[src/rtl/tdc_pkg.sv]
`default_nettype none
// ============================================================================
//  Module      : tdc_pkg
//  Description : Shared definitions for the TDC measurement sequencer.
//                Holds the FSM state encoding, the TDC register addresses
//                and the default CONFIG1 word.
//  Ports       : none (package)
//  Revision    : 1.0  initial release
// ============================================================================
package tdc_pkg;

  // TDC register map
  localparam logic [5:0] ADDR_CONFIG1     = 6'h00;
  localparam logic [5:0] ADDR_TIME1       = 6'h10;

  // CONFIG1 value with the start-measurement bit set
  localparam logic [7:0] CFG_WORD_DEFAULT = 8'h01;

  localparam int STATE_W = 3;

  typedef enum logic [STATE_W-1:0] {
    ST_IDLE     = 3'd0,
    ST_CFG_WR   = 3'd1,
    ST_START    = 3'd2,
    ST_WAIT_INT = 3'd3,
    ST_RD_TIME  = 3'd4,
    ST_OUTPUT   = 3'd5,
    ST_ERR      = 3'd6
  } state_e;

endpackage
`default_nettype wire

[src/rtl/tdc_meas_sequencer_if.sv]
`default_nettype none
// ============================================================================
//  Module      : tdc_meas_sequencer_if
//  Description : Bus bundle between the sequencer and its environment:
//                an SPI-style register access channel towards the TDC and
//                a valid/ready result channel towards the consumer.
//  Signals     : spi_req/spi_wr/spi_addr/spi_wdata  request (master drives)
//                spi_ack/spi_rdata                  completion (slave drives)
//                res_data/res_valid                 result (master drives)
//                res_ready                          result accept (slave drives)
//  Modports    : master = sequencer side, slave = environment side
//  Revision    : 1.0  initial release
// ============================================================================
interface tdc_meas_sequencer_if;

  logic        spi_req;
  logic        spi_wr;
  logic [5:0]  spi_addr;
  logic [7:0]  spi_wdata;
  logic        spi_ack;
  logic [23:0] spi_rdata;

  logic [23:0] res_data;
  logic        res_valid;
  logic        res_ready;

  modport master (
    output spi_req, spi_wr, spi_addr, spi_wdata,
    input  spi_ack, spi_rdata,
    output res_data, res_valid,
    input  res_ready
  );

  modport slave (
    input  spi_req, spi_wr, spi_addr, spi_wdata,
    output spi_ack, spi_rdata,
    input  res_data, res_valid,
    output res_ready
  );

endinterface
`default_nettype wire

[src/rtl/sync_2ff.sv]
`default_nettype none
// ============================================================================
//  Module      : sync_2ff
//  Description : Two-flop synchronizer for a single asynchronous level.
//  Ports       : clk    in  clock
//                rst    in  synchronous active-high reset (flops -> RESET_VAL)
//                i_d    in  asynchronous input
//                o_q    out synchronized output
//  Revision    : 1.0  initial release
// ============================================================================
module sync_2ff #(
  parameter logic RESET_VAL = 1'b1
) (
  input  wire logic clk,
  input  wire logic rst,
  input  wire logic i_d,
  output logic      o_q
);

  logic r_meta;
  logic r_sync;

  always_ff @(posedge clk) begin
    if (rst) begin
      r_meta <= RESET_VAL;
      r_sync <= RESET_VAL;
    end else begin
      r_meta <= i_d;
      r_sync <= r_meta;
    end
  end

  assign o_q = r_sync;

endmodule
`default_nettype wire

[src/rtl/tdc_meas_sequencer.sv]
`default_nettype none
// ============================================================================
//  Module      : tdc_meas_sequencer
//  Description : Drives one TDC measurement at a time: writes CONFIG1,
//                pulses the start line, waits for the (active-low) TDC
//                interrupt with a timeout, reads TIME1 and hands the result
//                out over a valid/ready channel.
//  Ports       : clk, rst        clock, synchronous active-high reset
//                i_enable        TDC booted and usable
//                i_pause         inhibit new measurements
//                i_soft_reset    abort request
//                bus (master)    SPI request/ack + result valid/ready
//                o_trig_start    start pulse to TDC/emitter
//                i_intb          asynchronous active-low TDC interrupt
//                o_timeout_err   one-cycle pulse on interrupt timeout
//                o_busy          high whenever not idle
//                o_meas_cnt      count of accepted results (wraps)
//  Revision    : 1.0  initial release
// ============================================================================
module tdc_meas_sequencer
  import tdc_pkg::*;
#(
  parameter logic [3:0]  START_WIDTH = 4'd4,
  parameter logic [19:0] TIMEOUT     = 20'd200000,
  parameter logic [7:0]  CFG_WORD    = CFG_WORD_DEFAULT
) (
  input  wire logic              clk,
  input  wire logic              rst,
  input  wire logic              i_enable,
  input  wire logic              i_pause,
  input  wire logic              i_soft_reset,
  tdc_meas_sequencer_if.master   bus,
  output logic                   o_trig_start,
  input  wire logic              i_intb,
  output logic                   o_timeout_err,
  output logic                   o_busy,
  output logic [15:0]            o_meas_cnt
);

  state_e      r_state;
  state_e      w_state_nxt;
  logic [3:0]  r_start_cnt;
  logic [19:0] r_tmo_cnt;
  logic        r_abort;
  logic [23:0] r_res_data;
  logic [15:0] r_meas_cnt;
  logic        w_intb_s;
  logic        w_abort;
  logic        w_accept;

  sync_2ff #(.RESET_VAL(1'b1)) u_intb_sync (
    .clk (clk),
    .rst (rst),
    .i_d (i_intb),
    .o_q (w_intb_s)
  );

  // An abort seen during an SPI transfer counts whether it arrived earlier
  // (latched) or in the ack cycle itself.
  assign w_abort  = r_abort | i_soft_reset;
  assign w_accept = (r_state == ST_OUTPUT) && bus.res_ready && !i_soft_reset;

  // State register
  always_ff @(posedge clk) begin
    if (rst) r_state <= ST_IDLE;
    else     r_state <= w_state_nxt;
  end

  // Next-state logic
  always_comb begin
    w_state_nxt = r_state;
    case (r_state)
      ST_IDLE:
        if (i_enable && !i_pause && !i_soft_reset) w_state_nxt = ST_CFG_WR;
      ST_CFG_WR:
        if (bus.spi_ack) w_state_nxt = w_abort ? ST_IDLE : ST_START;
      ST_START:
        if (i_soft_reset)                             w_state_nxt = ST_IDLE;
        else if (r_start_cnt == START_WIDTH - 4'd1)   w_state_nxt = ST_WAIT_INT;
      ST_WAIT_INT:
        // Interrupt is checked before the timeout so a tie resolves as
        // a valid measurement.
        if (i_soft_reset)                         w_state_nxt = ST_IDLE;
        else if (!w_intb_s)                       w_state_nxt = ST_RD_TIME;
        else if (r_tmo_cnt == TIMEOUT - 20'd1)    w_state_nxt = ST_ERR;
      ST_RD_TIME:
        if (bus.spi_ack) w_state_nxt = w_abort ? ST_IDLE : ST_OUTPUT;
      ST_OUTPUT:
        if (i_soft_reset || bus.res_ready) w_state_nxt = ST_IDLE;
      ST_ERR:
        w_state_nxt = ST_IDLE;
      default:
        w_state_nxt = ST_IDLE;
    endcase
  end

  // Outputs decoded from the current state; spi_req therefore drops the
  // cycle after ack because every ack leaves the SPI states.
  always_comb begin
    bus.spi_req   = 1'b0;
    bus.spi_wr    = 1'b0;
    bus.spi_addr  = 6'h00;
    bus.spi_wdata = 8'h00;
    bus.res_valid = 1'b0;
    o_trig_start  = 1'b0;
    o_timeout_err = 1'b0;
    case (r_state)
      ST_CFG_WR: begin
        bus.spi_req   = 1'b1;
        bus.spi_wr    = 1'b1;
        bus.spi_addr  = ADDR_CONFIG1;
        bus.spi_wdata = CFG_WORD;
      end
      ST_START:    o_trig_start  = 1'b1;
      ST_RD_TIME: begin
        bus.spi_req   = 1'b1;
        bus.spi_addr  = ADDR_TIME1;
      end
      ST_OUTPUT:   bus.res_valid = 1'b1;
      ST_ERR:      o_timeout_err = 1'b1;
      default: ;
    endcase
  end

  // Datapath: counters, abort latch, result capture
  always_ff @(posedge clk) begin
    if (rst) begin
      r_start_cnt <= 4'd0;
      r_tmo_cnt   <= 20'd0;
      r_abort     <= 1'b0;
      r_res_data  <= 24'd0;
      r_meas_cnt  <= 16'd0;
    end else begin
      r_start_cnt <= (r_state == ST_START)    ? r_start_cnt + 4'd1 : 4'd0;
      r_tmo_cnt   <= (r_state == ST_WAIT_INT) ? r_tmo_cnt + 20'd1  : 20'd0;
      if ((r_state == ST_CFG_WR) || (r_state == ST_RD_TIME))
        r_abort <= w_abort;
      else
        r_abort <= 1'b0;
      if ((r_state == ST_RD_TIME) && bus.spi_ack && !w_abort)
        r_res_data <= bus.spi_rdata;
      // Free-running 16-bit add: wraps to zero silently.
      r_meas_cnt <= r_meas_cnt + {15'd0, w_accept};
    end
  end

  assign bus.res_data = r_res_data;
  assign o_busy       = (r_state != ST_IDLE);
  assign o_meas_cnt   = r_meas_cnt;

endmodule
`default_nettype wire

[src/flat_wrapper.sv]
// flat-port wrapper written by rule: the top's interface ports become plain ports
module tdc_meas_sequencer_flat import tdc_pkg::*;
#(
  parameter logic [3:0]  START_WIDTH = 4'd4,
  parameter logic [19:0] TIMEOUT     = 20'd200000,
  parameter logic [7:0]  CFG_WORD    = CFG_WORD_DEFAULT
)
  (clk, rst, i_enable, i_pause, i_soft_reset, o_trig_start, i_intb, o_timeout_err, o_busy, o_meas_cnt, bus_spi_req, bus_spi_wr, bus_spi_addr, bus_spi_wdata, bus_spi_ack, bus_spi_rdata, bus_res_data, bus_res_valid, bus_res_ready);
  tdc_meas_sequencer_if bus_i ();
  input  wire logic clk;
  input  wire logic rst;
  input  wire logic i_enable;
  input  wire logic i_pause;
  input  wire logic i_soft_reset;
  output logic o_trig_start;
  input  wire logic i_intb;
  output logic o_timeout_err;
  output logic o_busy;
  output logic [15:0] o_meas_cnt;
  output wire logic [$bits(bus_i.spi_req)-1:0] bus_spi_req;
  output wire logic [$bits(bus_i.spi_wr)-1:0] bus_spi_wr;
  output wire logic [$bits(bus_i.spi_addr)-1:0] bus_spi_addr;
  output wire logic [$bits(bus_i.spi_wdata)-1:0] bus_spi_wdata;
  input wire logic [$bits(bus_i.spi_ack)-1:0] bus_spi_ack;
  input wire logic [$bits(bus_i.spi_rdata)-1:0] bus_spi_rdata;
  output wire logic [$bits(bus_i.res_data)-1:0] bus_res_data;
  output wire logic [$bits(bus_i.res_valid)-1:0] bus_res_valid;
  input wire logic [$bits(bus_i.res_ready)-1:0] bus_res_ready;
  assign bus_spi_req = bus_i.spi_req;
  assign bus_spi_wr = bus_i.spi_wr;
  assign bus_spi_addr = bus_i.spi_addr;
  assign bus_spi_wdata = bus_i.spi_wdata;
  assign bus_i.spi_ack = bus_spi_ack;
  assign bus_i.spi_rdata = bus_spi_rdata;
  assign bus_res_data = bus_i.res_data;
  assign bus_res_valid = bus_i.res_valid;
  assign bus_i.res_ready = bus_res_ready;
  tdc_meas_sequencer #(.START_WIDTH(START_WIDTH), .TIMEOUT(TIMEOUT), .CFG_WORD(CFG_WORD)) u_core (.clk(clk), .rst(rst), .i_enable(i_enable), .i_pause(i_pause), .i_soft_reset(i_soft_reset), .bus(bus_i), .o_trig_start(o_trig_start), .i_intb(i_intb), .o_timeout_err(o_timeout_err), .o_busy(o_busy), .o_meas_cnt(o_meas_cnt));
endmodule
[config.mk]
export PLATFORM = sky130hd
export DESIGN_NAME = tdc_meas_sequencer_flat
export DESIGN_NICKNAME = d
export VERILOG_FILES = /design/src/rtl/tdc_pkg.sv /design/src/rtl/tdc_meas_sequencer_if.sv /design/src/rtl/sync_2ff.sv /design/src/rtl/tdc_meas_sequencer.sv /design/src/flat_wrapper.sv
export SDC_FILE = /design/constraint.sdc
export NUM_CORES = 1
export LEC_CHECK = 0
export ABC_AREA = 1
export CAP_MARGIN = 20
export CORE_MARGIN = 2
export CORE_UTILIZATION = 33
export CTS_BUF_LIST = sky130_fd_sc_hd__clkbuf_16
export CTS_CLUSTER_DIAMETER = 50
export CTS_CLUSTER_SIZE = 25
export DETAILED_ROUTE_END_ITERATION = 8
export MAX_ROUTING_LAYER = met4
export PLACE_DENSITY = 0.58
export SYNTH_ARGS = -nofsm -noshare
export SYNTH_HDL_FRONTEND = slang
export SYNTH_SLANG_ARGS = --single-unit
[constraint.sdc]
create_clock -name clk -period 2.45 [get_ports clk]
set_input_delay 0.735 -clock clk [delete_from_list [all_inputs] [get_ports clk]]
set_output_delay 0.735 -clock clk [all_outputs]
set_load 0.03 [all_outputs]
Yosys cells after proc, flatten, opt, wreduce, memory -nomap -nowiden
Cells that the tools add are included.
W data, S select, Z words.
{"block": "classes", "mux": 19, "n_bitwise": 4, "reduce_logical": 18, "add_sub_neg": 3, "eq_ne": 14}
{"cell": "$mux W3", "count": 10}
{"cell": "$add A20 B1 Y20 const B", "count": 1}
{"cell": "$eq A20 B18 Y1 const B", "count": 1}
{"cell": "$pmux W3 S6", "count": 1}
{"cell": "$add A16 B1 Y16", "count": 1}
{"cell": "$eq A3 B3 Y1 const B", "count": 3}
{"cell": "$reduce_or A2 Y1", "count": 4}
{"cell": "$eq A3 B2 Y1 const B", "count": 2}
{"cell": "$logic_and A1 B1 Y1", "count": 6}
{"cell": "$mux W1", "count": 6}
{"cell": "$ne A2 B2 Y1 const B", "count": 3}
{"cell": "$reduce_and A6 Y1", "count": 1}
{"cell": "$mux W5", "count": 1}
{"cell": "$add A4 B1 Y4 const B", "count": 1}
{"cell": "$eq A4 B2 Y1 const B", "count": 1}
{"cell": "$ne A4 B3 Y1 const B", "count": 1}
{"cell": "$eq A3 B1 Y1 const B", "count": 1}
{"cell": "$logic_not A1 Y1", "count": 3}
{"cell": "$logic_not A3 Y1", "count": 1}
{"cell": "$ne A3 B2 Y1 const B", "count": 1}
{"cell": "$not A1 Y1", "count": 3}
{"cell": "$reduce_bool A3 Y1", "count": 1}
{"cell": "$logic_or A1 B1 Y1", "count": 2}
{"cell": "$mux W2", "count": 1}
{"cell": "2 further kinds", "count": 2}
{"block": "word_totals", "input_bits": 32, "ff_bits": 70, "output_inout_bits": 60}

Logic depth before layout (Yosys ltp)
{"block": "logic_depth", "depth_word": 5, "ltp_mapped": 13, "mapped_depth_nobuf": 13}

Modules after synthesis
From an unflattened synthesis, not the netlist that was laid out.
{"block": "unflattened", "hier_cells": 462, "hier_area_um2": 3248.1}
{"mod": "tdc_meas_sequencer", "instances": 1, "area_each_um2": 3189.3, "cells_per_inst": 455}
{"mod": "sync_2ff", "instances": 1, "area_each_um2": 58.8, "cells_per_inst": 7}

Worst setup path after synthesis
Ideal clock, no wire load.
{"block": "synth_timing", "kind": "register -> register", "startpoint": "register u_core.r_state[2]", "endpoint": "register u_core.r_meas_cnt[15], in the netlist u_core.o_meas_cnt[15]", "path_stages_with_launch": 14, "period_less_slack_ps": 2270, "slack_ps": 180, "t_arrival_ps": 2151, "cell_sequence": "dfxtp_1 buf_4 inv_1 nor2_1 nand2_1 nor2_1 ha_1 nand2_1 nor2_4 nand2_1 nor2_2 nand3_1 o21ai_0 a21oi_1"}
{"block": "synth_via", "elab_chain_cells": 4}
{"element": "start: declaration", "line": "tdc_meas_sequencer.sv:40", "source": "state_e r_state;"}
{"element": "start signal: assignment", "line": "tdc_meas_sequencer.sv:66", "source": "else r_state <= w_state_nxt;"}
{"element": "$eq A3 B3 Y1", "line": "tdc_meas_sequencer.sv:61", "source": "assign w_accept = (r_state == ST_OUTPUT) && bus.res_ready && !i_soft_reset;"}
{"element": "$logic_and A1 B1 Y1 (2 in series)", "line": "tdc_meas_sequencer.sv:61"}
{"element": "$add A16 B1 Y16", "line": "tdc_meas_sequencer.sv:143", "source": "r_meas_cnt <= r_meas_cnt + {15'd0, w_accept};"}
{"element": "end signal: assignment", "line": "tdc_meas_sequencer.sv:143"}
{"element": "end: declaration", "line": "tdc_meas_sequencer.sv:46", "source": "logic [15:0] r_meas_cnt;"}
Every way passes these cells.
A chain may end at the register's enable or synchronous reset.

Worst setup path in the final report
{"block": "layout_timing", "startpoint": "register u_core.r_state[1]", "endpoint": "output bus_spi_req"}
{"block": "layout_via", "elab_chain_cells": 3, "word_cells_on_any_way": 4}
{"element": "$eq A3 B3 Y1 or $eq A3 B1 Y1 (tied branches)", "line": "tdc_meas_sequencer.sv:107", "source": "case (r_state)"}
{"element": "$reduce_or A2 Y1 (no source line) *"}
{"element": "$mux W1 *", "line": "tdc_meas_sequencer.sv:107"}
{"element": "end: declaration", "line": "flat_wrapper.sv:20", "source": "output wire logic [$bits(bus_i.spi_req)-1:0] bus_spi_req;"}
Every way passes the cells marked *; elsewhere a longest branch is shown, timed or not.

==> results.ini <==
[outcome]
status = complete, no violations

[setup_path]
r2r_start = u_core.r_state[2]
rr_worst_depth = 12
end_kind = primary output
r2r-end = u_core.o_meas_cnt[15]
worstSetupEndpoint = bus_spi_req
crit_start = u_core.r_state[1]
rrSetupSlack_ns = 0.43
crit_type = flip-flop to primary output
start_kind = flip-flop
cp_max_fo = 3
cp.arrival_ns = 1.59
worstPathRequired_ns = 1.71

[power]
leakage_uw = 0.00164
p_total_uw = 3280
peakVddDrop_uv = 388
power.density_nw_per_um2 = 765

[global_route]
grtUsageTotal = 0.145
met3_usage = 0.0363
grt_pass1_vias = 2631
grt_pass1_wl_um = 11700
busiest_layer = met2
use_met2 = 0.237
grt_max_degree = 37
grt_use_met1 = 0.172
grt_overflow = 0
antenna_found_initial = 0

[floorplanning]
die_area_um2 = 10400
coreArea_um2 = 9280
dieHeight_um = 102
rows = 35
io_pins = 92
fp.dieW_um = 102
start_util = 0.342

[yosys]
synth_cell_types = 36
synthMuxAreaShare = 0
yosys-top-cells-count = nor2_1 (96), dfxtp_1 (70), nand2_1 (60)
syn_area_um2 = 3180
synth_flop_cell = dfxtp_1
yosysSeqAreaShare = 0.441
synthAdderAreaFrac = 0.0157
synth_compound_area_frac = 0.115
yosys_warnings = 0
syn_area_per_cell_um2 = 7.31
netlist_instances = 435
ys_seq_elements = 70
synth_top_cell_area_share = 0.441
synth.area.top_cells = dfxtp_1 (44%), nor2_1 (11%), nand2_1 (7.1%)
synth.most_common_cell = nor2_1
synth_xor_area_frac = 0.00551
synth_edf_count = 0
synth_top_family_by_area = simple AND/OR/NAND/NOR gates
synthSimpleGateAreaFrac = 0.309
yosysTopAreaCell = dfxtp_1
async_flop_share = 0

[timing]
min_period_over_period = 0.951
fin_crit_ns = 2.33
max_freq_mhz = 429
hold_viol_final = 0
slew_violations = 0
finalSetupViolCount = 0
fin_skew_ns = 0.00871
rsz0062_at_grt = no

[cts]
cts_root_buf = clkbuf_16
clk_path_buf_depth = 2
clkTransAtPathRegs_ns = 0.06
htreeDepth = 3
clkSinkCount = 70
postCtsSetupBuffers = 0
cts_tree = done
insertion_delay_ns = 0.33
cts_made_buffers = 9

[route]
drt-pass1-iter-count = 4
final_antenna_net_count = 0
avgRoutedWirePerCell_um = 11.1
via_count = 2843
dr.first_iter.drc_count = 90
drc = 0
finalWirelength_um = 7210
via_per_inst = 4.37

[placed_design]
numPortBuffers = 79
gp_congestion = 0.858
place_hpwl_um = 5290

[min_path]
hold_class = flip-flop to flip-flop

[layout]
utilization = 0.462
num-nets-final = 554
final_layout_size_suffix_gt1_frac = 0.0883
syn_to_final_growth_pct = 34.9
antennaDiodeCount = 0
nFillCells = 983

[flow_run]
cap_violations = 0

area by class of cell:
class	instances	area [um^2]	share of cell area
timing repair buffer	84	822	0.192
inverter	49	189	0.0440
clock buffer	9	225	0.0525
sequential	70	1400	0.327
tap	129	161	0.0376
multi-input combinational	304	1460	0.340
clock inverter	5	28.8	0.00671
critical path, cell delays in order (launching register included):
cell,delay [ns]
dfxtp_1,0.33
inv_1,0.12
nand2_2,0.09
nor2_2,0.18
nor2_2,0.08
inv_1,0.05
dlygate4sd2_1,0.42
routing by layer:
layer | up-vias | wire (um)
met5 | - | 0
met4 | 0 | 90
met3 | 10 | 351
met2 | 57 | 3400
met1 | 1263 | 3360
li1 | 1513 | -
how the worst min path moves through the flow:
stage	from	end	slack, ns	cells after the start
after floorplan	u_core.u_intb_sync.r_meta	u_core.u_intb_sync.o_q	0.39	1
after global placement	u_core.u_intb_sync.r_meta	u_core.u_intb_sync.o_q	0.40	1
after detailed placement	u_core.u_intb_sync.r_meta	u_core.u_intb_sync.o_q	0.40	1
after CTS	u_core.u_intb_sync.r_meta	u_core.u_intb_sync.o_q	0.42	1
after global routing	u_core.u_intb_sync.r_meta	u_core.u_intb_sync.o_q	0.43	1
final	u_core.u_intb_sync.r_meta	u_core.u_intb_sync.o_q	0.41	1
power by group:
| part | switching [uW] | internal [uW] |
|---|---|---|
| clock network | 474 | 665 |
| registers | 58.1 | 1210 |
| logic | 557 | 321 |
registers in the layout (all words and copies together) (netlist names):
signal	flops
u_core.bus.res_data	24
u_core.o_meas_cnt	16
u_core.r_abort	1
u_core.r_start_cnt	4
u_core.r_state	3
u_core.r_tmo_cnt	20
u_core.u_intb_sync.o_q	1
u_core.u_intb_sync.r_meta	1
stage by stage:
step / area [um^2] / hold WS (ns) / setup TNS, ns / setup WS [ns] / std cells
after floorplan: 3220 / 0.389 / 0 / 0.180 / 446
after detailed placement: 4040 / 0.398 / -0.142 / -0.0810 / 636
after global routing: 4290 / 0.432 / 0 / 0.0215 / 650
after CTS: 4290 / 0.416 / 0 / 0.00213 / 650
after global placement: 4040 / 0.403 / -0.0662 / -0.0662 / 636
final: 4290 / 0.412 / 0 / 0.121 / 650
timing repair:
action / 4_1_cts / 5_1_grt
cloned: 0 / 0
pin swaps: 0 / 0
hold buffers: 0 / 0
setup endpoints to repair: 7 / 3
resized for setup: 7 / 2
placed cells by master (no fill, tap or decap), types with 2 or more instances in the layout:
cell type / instances
nor2_4: 4
a21oi_1: 30
nand4_1: 2
clkdlybuf4s50_1: 71
dfxtp_1: 69
ha_1: 4
nand3_1: 14
clkinvlp_4: 2
inv_1: 45
nand3b_1: 5
nand3_2: 3
o21ai_0: 31
dlygate4sd2_1: 7
o21a_1: 3
o21ai_1: 4
clkbuf_16: 9
buf_4: 5
conb_1: 12
nor2_1: 96
nor3_1: 14
nand2_1: 60
or2_2: 4
clkinv_2: 2
inv_2: 3
nor3b_1: 2
nor2_2: 6
logic make-up after synthesis:
| logic type | Yosys count |
|---|---|
| AO/OA/AOI/OAI | 70 |
| XOR/XNOR | 2 |
| adder cells (fa/ha/maj) | 4 |
| buffers and inverters | 72 |
| flip-flops | 70 |
| other | 1 |
| AND/OR/NAND/NOR | 216 |
No activity file was read; power rests on OpenSTA's default activity.
